===== config.mk =====
export PLATFORM = sky130hd
export DESIGN_NAME = bist_resp_analyzer
export DESIGN_NICKNAME = d
export VERILOG_FILES = /design/src/rtl/bist_resp_analyzer.sv
export SDC_FILE = /design/constraint.sdc
export NUM_CORES = 1
export LEC_CHECK = 0
export ABC_CLOCK_PERIOD_IN_PS = 2000
export CELL_PAD_IN_SITES_DETAIL_PLACEMENT = 0
export CELL_PAD_IN_SITES_GLOBAL_PLACEMENT = 2
export CORE_MARGIN = 1.5
export CORE_UTILIZATION = 26
export CTS_BUF_LIST = sky130_fd_sc_hd__clkbuf_2
export CTS_CLUSTER_DIAMETER = 50
export DETAILED_ROUTE_END_ITERATION = 8
export PLACE_DENSITY = 0.78
export SYNTH_ARGS = -nofsm -noshare
export SYNTH_HDL_FRONTEND = slang
export SYNTH_SLANG_ARGS = --single-unit

===== constraint.sdc =====
create_clock -name clk -period 2 [get_ports clk]
set_input_delay 0.4 -clock clk [delete_from_list [all_inputs] [get_ports clk]]
set_output_delay 0.4 -clock clk [all_outputs]
set_load 0.01 [all_outputs]

===== src/rtl/bist_resp_analyzer.sv =====
// BIST response analyzer: compares expected vs. read data over a session (IDLE/ACTIVE/DONE)
// and records the relation, sticky fail, saturating fail count and first failure. Mask: BIST_RESP_MASK_EN.
module bist_resp_analyzer #(
    parameter int DW = 8,
    parameter int AW = 8,
    parameter int CW = 8
) (
    input  logic          clk,
    input  logic          rst,
    input  logic          start,
    input  logic          cmp_vld,
    input  logic [AW-1:0] addr,
    input  logic [DW-1:0] data_t,
    input  logic [DW-1:0] ramout,
    input  logic          end_test,
`ifdef BIST_RESP_MASK_EN
    input  logic [DW-1:0] mask,
`endif
    output logic          gt,
    output logic          eq,
    output logic          lt,
    output logic          res_vld,
    output logic          fail,
    output logic [CW-1:0] fail_cnt,
    output logic [AW-1:0] ff_addr,
    output logic [DW-1:0] ff_xor,
    output logic          busy,
    output logic          done
);

    typedef enum logic [1:0] {IDLE, ACTIVE, DONE} state_t;

    localparam logic [CW-1:0] CNT_MAX = '1;

    state_t        r_state;
    logic          r_gt, r_eq, r_lt, r_res_vld, r_fail, r_busy, r_done;
    logic [CW-1:0] r_fail_cnt;
    logic [AW-1:0] r_ff_addr;
    logic [DW-1:0] r_ff_xor;

    logic [DW-1:0] w_exp, w_got;
    logic          w_proc, w_mis;

`ifdef BIST_RESP_MASK_EN
    assign w_exp = data_t & ~mask;
    assign w_got = ramout & ~mask;
`else
    assign w_exp = data_t;
    assign w_got = ramout;
`endif

    // A start edge opens a fresh session, so any compare presented with it is dropped.
    assign w_proc = (r_state == ACTIVE) && cmp_vld && !start;
    assign w_mis  = (w_exp != w_got);

    always_ff @(posedge clk or posedge rst) begin
        if (rst) begin
            r_state    <= IDLE;
            r_gt       <= 1'b0;
            r_eq       <= 1'b0;
            r_lt       <= 1'b0;
            r_res_vld  <= 1'b0;
            r_fail     <= 1'b0;
            r_fail_cnt <= '0;
            r_ff_addr  <= '0;
            r_ff_xor   <= '0;
            r_busy     <= 1'b0;
            r_done     <= 1'b0;
        end else begin
            r_res_vld <= 1'b0;
            if (start) begin
                r_state    <= ACTIVE;
                r_gt       <= 1'b0;
                r_eq       <= 1'b0;
                r_lt       <= 1'b0;
                r_fail     <= 1'b0;
                r_fail_cnt <= '0;
                r_ff_addr  <= '0;
                r_ff_xor   <= '0;
                r_busy     <= 1'b1;
                r_done     <= 1'b0;
            end else begin
                if (w_proc) begin
                    r_gt      <= (w_exp > w_got);
                    r_eq      <= !w_mis;
                    r_lt      <= (w_exp < w_got);
                    r_res_vld <= 1'b1;
                    if (w_mis) begin
                        r_fail <= 1'b1;
                        if (r_fail_cnt != CNT_MAX) begin
                            r_fail_cnt <= r_fail_cnt + 1'b1;
                        end
                        // First failure of the session is the one worth diagnosing.
                        if (!r_fail) begin
                            r_ff_addr <= addr;
                            r_ff_xor  <= w_exp ^ w_got;
                        end
                    end
                end
                if ((r_state == ACTIVE) && end_test) begin
                    r_state <= DONE;
                    r_busy  <= 1'b0;
                    r_done  <= 1'b1;
                end
            end
        end
    end

    assign gt       = r_gt;
    assign eq       = r_eq;
    assign lt       = r_lt;
    assign res_vld  = r_res_vld;
    assign fail     = r_fail;
    assign fail_cnt = r_fail_cnt;
    assign ff_addr  = r_ff_addr;
    assign ff_xor   = r_ff_xor;
    assign busy     = r_busy;
    assign done     = r_done;

endmodule


==> results of run 1 <==
[power breakdown]
part	total, mW	switching, mW	leakage, nW	internal (mW)
Sequential	0.686	0.0224	0.418	0.663
Clock	0.427	0.221	0.0404	0.206
Combinational	0.372	0.161	0.594	0.211
Total	1.48	0.405	1.05	1.08
[cells by family after synthesis]
kind of cell,Yosys count,share of synthesized area
buffers and inverters,19,0.0519
AO/OA/AOI/OAI,56,0.215
adder cells (fa/ha/maj),9,0.0718
AND/OR/NAND/NOR,48,0.160
flip-flops,31,0.495
multiplexers,1,0.00638
[placed cells by master, fill, tap and decap left out, drive strengths merged, types with 2 or more instances in the layout]
cell type / instances
clkbuf: 5
a21oi: 19
o31ai: 2
ha: 9
clkdlybuf4s50: 59
clkinv: 2
inv: 10
nand2: 11
buf: 21
a211oi: 10
a21o: 2
nor2b: 3
nand3b: 2
or3: 4
dfrtp: 31
and4: 2
o21ai: 16
nor2: 14
nor3: 2
nand3: 3
or4: 2
nand2b: 3
[layer usage]
metal | vias up | GRT usage
li1 | 742 | -
met1 | 712 | 0.184
met2 | 36 | 0.220
met3 | 8 | 0.0432
met4 | 0 | 0.0621
met5 | - | 0
[worst min-delay path, delay by kind of cell]
family | cells | cell delay, ns
buf+inv | 3 | 0.80
[what timing repair did]
item,CTS,global route
endpoints found under the setup margin,1,4
resized for setup,1,3
buffers inserted,0,0
pin swaps,0,2
[layout make-up]
type / count / area share
sequential: 31 / 0.313
timing repair buffer: 80 / 0.312
multi-input combinational: 114 / 0.296
tap: 75 / 0.0379
clock inverter: 3 / 0.0157
inverter: 10 / 0.0152
clock buffer: 5 / 0.0101
[worst min path at each step]
stage                   start                endpoint  slack [ns]  cells past startpoint
6_report                  rst  r_state[0]$_DFFE_PP0P_        0.40                      3
5_1_grt                   rst        fail$_DFFE_PP0P_        0.38                      3
4_1_cts                   rst  ff_addr[4]$_DFFE_PP0P_        0.39                      3
3_5_place_dp   eq$_DFFE_PP0P_          eq$_DFFE_PP0P_        0.51                      2
3_3_place_gp   eq$_DFFE_PP0P_          eq$_DFFE_PP0P_        0.51                      2
2_1_floorplan             rst        done$_DFFE_PP0P_        0.50                      1
[metrics by stage]
step | hold WS, ns | power [mW] | setup slack, ns
6_report | 0.398 | 1.48 | 0.0220
5_1_grt | 0.376 | 1.59 | -0.00143
4_1_cts | 0.385 | 1.51 | 0.00848
3_5_place_dp | 0.511 | 1.07 | -0.463
3_3_place_gp | 0.507 | 1.07 | -0.502
2_1_floorplan | 0.504 | 0.848 | 0.0779
[cell usage after synthesis (all sizes together)]
cell type	n	area, sq um
a21boi	1	7.51
and4	2	22.5
ha	9	113
nand3	3	15.0
nor3	2	10.0
or3	4	25.0
or4	2	15.0
and4b	1	10.0
nor2b	3	18.8
nand2b	3	18.8
nand3b	2	15.0
buf	3	21.3
o21ai	16	80.1
nor2	14	52.6
nand4	1	6.26
o21bai	1	7.51
dfrtp	31	776
o211ai	1	7.51
a2111oi	1	8.76
a21o	2	15.0
a311oi	1	8.76
nand2	11	41.3
mux2i	1	10.0
inv	10	37.5
o31ai	2	15.0
a21oi	19	95.1
clkbuf	6	22.5
o31a	1	8.76
a211oi	10	75.1
a41oi	1	8.76
[state kept, by name, summed over array words and instances, names as in the netlist]
register and cells:
done 1, eq 1, fail 1, fail_cnt 8, ff_addr 8, ff_xor 8, gt 1, lt 1
r_state 1, res_vld 1
==> impl_metrics.py, run 1 <==
metrics = {
    "sta": {
        "fin_crit_sh": 0.989,
        "setup-violations-final": 0,
        "slew_viol_final": 0,
        "max_slew_margin": 0.738,
        "min_period_ns": 1.98,
        "fmax_mhz": 506,
        "hold_viol_final": 0,
        "finalClockSkew_ns": 0.00824,
        "worstMarginPinSlew_ns": 0.393,
        "rsz0062_at_grt": "true",
        "fin_setup_tns_ns": 0,
    },
    "power": {
        "power_density_nw_per_um2": 600,
        "vdd_drop_max_uv": 258,
        "power_leakage_nw": 1.05,
    },
    "finish": {
        "final_area_sq_um": 2480,
        "post-route-util": 0.421,
        "final_nets": 280,
        "antenna_cells": 0,
        "fill_cells": 597,
        "multi_input_area_sq_um": 732,
        "finish.cell_count_without_fillers": 318,
        "area_delta_synth_final_pct": 57.9,
        "regArea_sq_um": 776,
        "drive_above_1_share": 0.140,
    },
    "routing": {
        "wl_met3_um": 240,
        "wl_met1_um": 1930,
        "route.met2.wl_um": 1950,
        "highest_layer": "met4",
        "wl_um": 4190,
        "first_iter_violations": 53,
        "routed_via_density": 4.71,
        "num_vias": 1498,
        "antenna_left": 0,
        "drt-pass1-iter-count": 4,
        "drc_errors": 0,
        "routedWlPerCell_um": 13.2,
    },
    "place": {
        "placed_cell_area_sq_um": 2400,
        "place.gp.congestion": 0.759,
        "port_buffers": 59,
        "dp_hpwl_um": 3050,
        "dp.cells": 310,
    },
    "die": {
        "io_pins": 60,
        "core.rowCount": 28,
        "coreArea_sq_um": 5890,
        "initial_utilization": 0.266,
        "die_area_sq_um": 6500,
        "die_h_um": 80.7,
        "die_w_um": 80.7,
    },
    "global_routing": {
        "gr-total-overflow": 0,
        "grt_first_pass_wirelength_um": 6960,
        "grt_pass1_vias": 1508,
        "grt_max_degree": 34,
        "antenna_found_initial": 0,
        "grt_use_total": 0.143,
    },
    "worst_setup_path": {
        "worstPathRequired_ns": 2.30,
        "end_kind": "flop",
        "critPathLaunch": "data_t[0]",
        "crit_arrival_ns": 2.28,
        "worstPathBufferInverterCount": 2,
        "rrSetupSlack_ns": 0.38,
        "crit_fanout": 4,
        "cp_top_family": "simple AND/OR/NAND/NOR gates",
        "worstPathCellList": "clkdlybuf4s50_1, inv_1, ha_1, and4_4, a21o_1, or4_1, a21oi_1",
        "reg2regPathDepth": 5,
        "endpoint": "fail_cnt[7]$_DFFE_PP0P_",
        "cp_num_cells": 7,
        "timing.rr.start": "done$_DFFE_PP0P_",
        "timing_worst_setup_path_type": "primary input to flop",
        "cp_slowest_cell": "or4_1",
        "critPathMaxStageDelay_ns": 0.51,
        "worstReg2RegEnd": "fail_cnt[4]$_DFFE_PP0P_",
        "cp-start-kind": "primary input",
    },
    "clock_network": {
        "cts_buffer_depth": 2,
        "clkLatencyLatePin_ns": 0.36,
        "cts.htree.levels": 2,
        "clk_pin_slew_ns": 0.17,
        "numCtsBuffers": 5,
        "cts_num_sinks": 31,
        "cts_tree": "done",
        "clockRootBuffer": "clkbuf_2",
        "hold_buffers": 0,
    },
    "yosys": {
        "syn_area_sq_um": 1570,
        "yosys_warnings": 0,
        "syn_nets": 202,
        "synth_cell_types": 31,
        "ys_seq_elements": 31,
        "syn_avg_cell_area_sq_um": 9.56,
        "synthCells": 164,
        "yosysSeqAreaShare": 0.495,
    },
    "min_path": {
        "hold_path_class": "primary input to asynchronous set/reset pin",
    },
    "run_status": {
        "status": "finished clean",
    },
    "job": {
        "cap_violations": 0,
    },
}
Note: power is estimated with default switching activity, not from simulation.
==> run 2: changes to the inputs <==
Settings changed: ABC_CLOCK_PERIOD_IN_PS 2000 to 2370, CORE_UTILIZATION 26 to 28, PLACE_DENSITY 0.78 to 0.83.
Clock period 2 ns to 2.37 ns, I/O delays scaled along.
==> run 2 against run 1 <==
- register-to-register slack improved by 0.24 ns
- first-iteration DRC count decreased by 21%
- non-clock buffer count unchanged
- largest power group unchanged
- final cell count decreased by 0.94%
- critical endpoint is now fail_cnt[6]$_DFFE_PP0P_
- clock-buffer cell count increased by 1
- sequential cell count unchanged
- global-route usage increased by 0.28 points
==> impl_metrics.py, run 2 (synthesis results as in run 1) <==
metrics = {
    "run_status": {
        "status": "finished clean",
    },
    "finish": {
        "drive_above_1_share": 0.123,
        "multi_input_area_sq_um": 716,
        "final_nets": 280,
        "regArea_sq_um": 776,
        "area_delta_synth_final_pct": 53.4,
        "layout_commonest_cell": "clkdlybuf4s50_1",
        "final_cell_mix": "clkdlybuf4s50_1, dfrtp_1, buf_4, a21oi_1, o21ai_0",
        "antenna_cells": 0,
        "fill_cells": 555,
    },
    "worst_setup_path": {
        "worstPathCellList": "clkdlybuf4s50_1, inv_1, ha_1, and4_4, a2111oi_0, buf_4, nor2_1, a211oi_1",
        "crit_fanout": 4,
        "reg2regPathDepth": 6,
        "end_kind": "flop",
        "crit_arrival_ns": 2.40,
        "timing.rr.start": "done$_DFFE_PP0P_",
        "critPathMaxStageDelay_ns": 0.50,
        "cp_num_cells": 8,
        "cp-start-kind": "primary input",
        "cp_slowest_cell": "a2111oi_0",
        "worstPathBufferInverterCount": 3,
        "cp_top_family": "buffers and inverters",
        "timing_worst_setup_path_type": "primary input to flop",
        "critPathLaunch": "data_t[0]",
        "worstPathRequired_ns": 2.66,
    },
    "clock_network": {
        "cts_tree": "done",
        "clk_pin_slew_ns": 0.16,
        "post_cts_resize_count": 0,
        "cts_setup_buffers": 0,
        "hold_buffers": 0,
        "numCtsBuffers": 5,
        "clockRootBuffer": "clkbuf_2",
        "clkLatencyLatePin_ns": 0.37,
        "cts_buffer_depth": 2,
        "cts_num_sinks": 31,
        "cts.htree.levels": 2,
    },
    "sta": {
        "finalClockSkew_ns": 0.00692,
        "min_period_ns": 2.11,
        "rsz0062_at_grt": "false",
        "holdWs_ns": 0.475,
        "worstMarginPinSlew_ns": 0.651,
        "fin_crit_sh": 0.892,
        "hold_viol_final": 0,
        "max_slew_margin": 0.565,
        "fmax_mhz": 473,
        "setup-violations-final": 0,
        "slew_viol_final": 0,
    },
    "global_routing": {
        "grt_first_pass_wirelength_um": 6850,
        "grt_use_total": 0.146,
        "antenna_found_initial": 0,
        "grt_max_degree": 32,
        "gr-total-overflow": 0,
        "grt_pass1_vias": 1434,
    },
    "routing": {
        "routed_via_density": 4.72,
        "antenna_left": 0,
        "drc_errors": 0,
        "drt-pass1-iter-count": 4,
        "wl_um": 4090,
        "num_vias": 1487,
        "first_iter_violations": 42,
        "routedWlPerCell_um": 13.0,
    },
    "power": {
        "vdd_drop_max_uv": 229,
        "total_power_mw": 1.14,
        "power_density_nw_per_um2": 473,
        "power_leakage_nw": 1.03,
    },
    "die": {
        "die_h_um": 77.8,
        "io_pins": 60,
        "coreArea_sq_um": 5440,
        "die_area_sq_um": 6060,
        "die_w_um": 77.8,
        "core.rowCount": 27,
        "initial_utilization": 0.288,
    },
    "min_path": {
        "hold_path_class": "primary input to asynchronous set/reset pin",
    },
    "job": {
        "cap_violations": 0,
    },
    "place": {
        "place.gp.congestion": 0.766,
        "dp_hpwl_um": 3050,
        "port_buffers": 59,
    },
}
run 2: cell count changes in the layout (fill, tap and decap cells not counted), sizes merged:
cell | previous run | this run
clkbuf | 5 | 6
bufinv | 1 | 0
run 2: per-stage QoR:
step                      instances  TNS, ns  worst slack [ns]  utilization  area [sq um]
after detailed placement        307   -0.573            -0.166        0.435          2370
after global routing            315        0            0.0174        0.442          2400
after CTS                       315        0             0.238        0.442          2400
final                           315        0             0.256        0.442          2400
after floorplan                 164        0             0.374            -          1570
after global placement          307   -0.489            -0.273        0.435          2370
run 2: where the power goes:
group / switching (mW) / internal [mW] / leakage [nW]
logic: 0.133 / 0.171 / 0.583
registers: 0.0198 / 0.560 / 0.418
clock network: 0.184 / 0.0710 / 0.0281
total: 0.337 / 0.801 / 1.03
run 2: final timing paths:
check | to | slack [ns]
min in group clk | lt$_DFFE_PP0P_ | 0.54
setup reg to reg | fail_cnt[6]$_DFFE_PP0P_ | 0.62
hold / removal | lt$_DFFE_PP0P_ | 0.48
hold reg to reg | lt$_DFFE_PP0P_ | 0.54
max in group asynchronous | ff_xor[1]$_DFFE_PP0P_ | 1.60
setup / recovery | fail_cnt[6]$_DFFE_PP0P_ | 0.26
run 2: worst min-delay path: stages:
cell,delay (ns)
clkdlybuf4s50_1,0.40
inv_1,0.05
buf_4,0.36
run 2: layout make-up:
cell class / count / share of cell area
Clock buffer: 6 / 0.0125
Clock inverter: 2 / 0.00312
Inverter: 10 / 0.0156
Multi-Input combinational cell: 114 / 0.298
Sequential cell: 31 / 0.323
Tap cell: 72 / 0.0375
Timing Repair Buffer: 80 / 0.311
run 2: routing by layer:
layer / vias to the layer above / track usage / part of all wire
met2: 46 / 0.213 / 0.43
met3: 7 / 0.0459 / 0.069
met4: 0 / 0.0600 / 0.015
met5: - / 0 / 0
met1: 688 / 0.198 / 0.48
li1: 746 / - / -
==> run 3: changes to the inputs <==
Settings changed: PLACE_DENSITY 0.83 to 0.88, SKIP_CTS_REPAIR_TIMING from default to 1.
==> run 3 against run 2 <==
- clock-buffer cell count down 1
- global-route usage down 0.23 points
- combinational power down 2%
- wire length down 1.9%
==> impl_metrics.py, run 3 (synthesis results as in run 1) <==
metrics = {
    "worst_setup_path": {
        "timing_worst_setup_path_type": "primary input to flop",
        "crit_arrival_ns": 2.41,
        "end_kind": "flop",
        "crit_fanout": 7,
        "worstPathRequired_ns": 2.67,
        "cp-start-kind": "primary input",
    },
    "sta": {
        "holdWs_ns": 0.470,
        "fin_setup_tns_ns": 0,
        "finalClockSkew_ns": 0.00737,
        "slew_viol_final": 0,
        "rsz0062_at_grt": "false",
        "setup-violations-final": 0,
        "fin_crit_sh": 0.890,
        "max_slew_margin": 0.728,
        "setup_ws_ns": 0.260,
        "min_period_ns": 2.11,
        "worstMarginPinSlew_ns": 0.398,
        "hold_viol_final": 0,
        "fmax_mhz": 474,
    },
    "clock_network": {
        "cts_tree": "done",
        "cts_buffer_depth": 2,
        "numCtsBuffers": 5,
        "cts.htree.levels": 2,
        "cts_num_sinks": 31,
        "clkLatencyLatePin_ns": 0.36,
        "clockRootBuffer": "clkbuf_2",
        "clk_pin_slew_ns": 0.16,
    },
    "power": {
        "total_power_mw": 1.12,
        "power_leakage_nw": 1.02,
        "power_density_nw_per_um2": 469,
        "vdd_drop_max_uv": 186,
    },
    "job": {
        "cap_violations": 0,
    },
    "finish": {
        "regArea_sq_um": 776,
        "drive_above_1_share": 0.117,
        "antenna_cells": 0,
        "final_area_sq_um": 2390,
        "final_cell_mix": "clkdlybuf4s50_1, dfrtp_1, a21oi_1, buf_4, o21ai_0",
        "fill_cells": 559,
        "multi_input_area_sq_um": 716,
        "layout_commonest_cell": "clkdlybuf4s50_1",
        "area_delta_synth_final_pct": 52.2,
        "post-route-util": 0.439,
        "final_nets": 278,
        "finish.cell_count_without_fillers": 312,
    },
    "global_routing": {
        "gr-total-overflow": 0,
        "antenna_found_initial": 0,
        "grt_max_degree": 34,
        "grt_first_pass_wirelength_um": 6770,
        "grt_use_total": 0.144,
        "grt_pass1_vias": 1431,
    },
    "place": {
        "placed_cell_area_sq_um": 2350,
        "dp_hpwl_um": 2960,
        "place.gp.congestion": 0.766,
        "dp_slack_ns": -0.113,
        "dp.cells": 305,
        "port_buffers": 59,
    },
    "die": {
        "core.rowCount": 27,
        "die_h_um": 77.8,
        "die_area_sq_um": 6060,
        "coreArea_sq_um": 5440,
        "die_w_um": 77.8,
        "initial_utilization": 0.288,
        "io_pins": 60,
    },
    "min_path": {
        "hold_path_class": "primary input to asynchronous set/reset pin",
    },
    "routing": {
        "num_vias": 1472,
        "antenna_left": 0,
        "first_iter_violations": 60,
        "wl_um": 4020,
        "routed_via_density": 4.72,
        "drc_errors": 0,
        "drt-pass1-iter-count": 4,
        "routedWlPerCell_um": 12.9,
    },
    "run_status": {
        "status": "finished clean",
    },
}
## run 3: changes by cell type in the layout (fill, tap and decap cells not counted), sizes merged
cell / delta
buf: -2
clkbuf: -1
## run 3: worst max-delay path, cell delays in order
cell and delay, ns:
clkdlybuf4s50_1 0.45, inv_1 0.04, ha_1 0.30, and4_4 0.22
a21o_1 0.25, or4_1 0.51, a21oi_1 0.16
## run 3: area by class of cell
cell class	count	share of cell area
timing repair buffer	78	0.307
inverter	10	0.0157
sequential	31	0.325
multi-input combinational	114	0.300
clock buffer	5	0.0105
tap	72	0.0378
clock inverter	2	0.00367
## run 3: per-layer routing
metal,track usage,vias to the layer above,wire length [um]
li1,-,739,-
met1,0.179,683,1840
met2,0.230,43,1860
met3,0.0435,7,269
met4,0.0600,0,52
met5,0,-,0
## run 3: power breakdown
part           switching (mW)  total, mW  internal (mW)
Combinational           0.131      0.298          0.167
Clock                   0.178      0.240         0.0623
Sequential             0.0196      0.579          0.560
Total                   0.329       1.12          0.789
## run 3: path summary, 6_finish.rpt
path	from	end	slack, ns	cells past startpoint
min in group clk	eq$_DFFE_PP0P_	eq$_DFFE_PP0P_	0.53	2
min	rst	ff_addr[3]$_DFFE_PP0P_	0.47	3
min reg2reg	eq$_DFFE_PP0P_	eq$_DFFE_PP0P_	0.53	2
max in group asynchronous	rst	ff_xor[3]$_DFFE_PP0P_	1.60	3
max	data_t[0]	fail_cnt[5]$_DFFE_PP0P_	0.26	7
max reg2reg	fail_cnt[0]$_DFFE_PP0P_	fail_cnt[6]$_DFFE_PP0P_	0.69	6
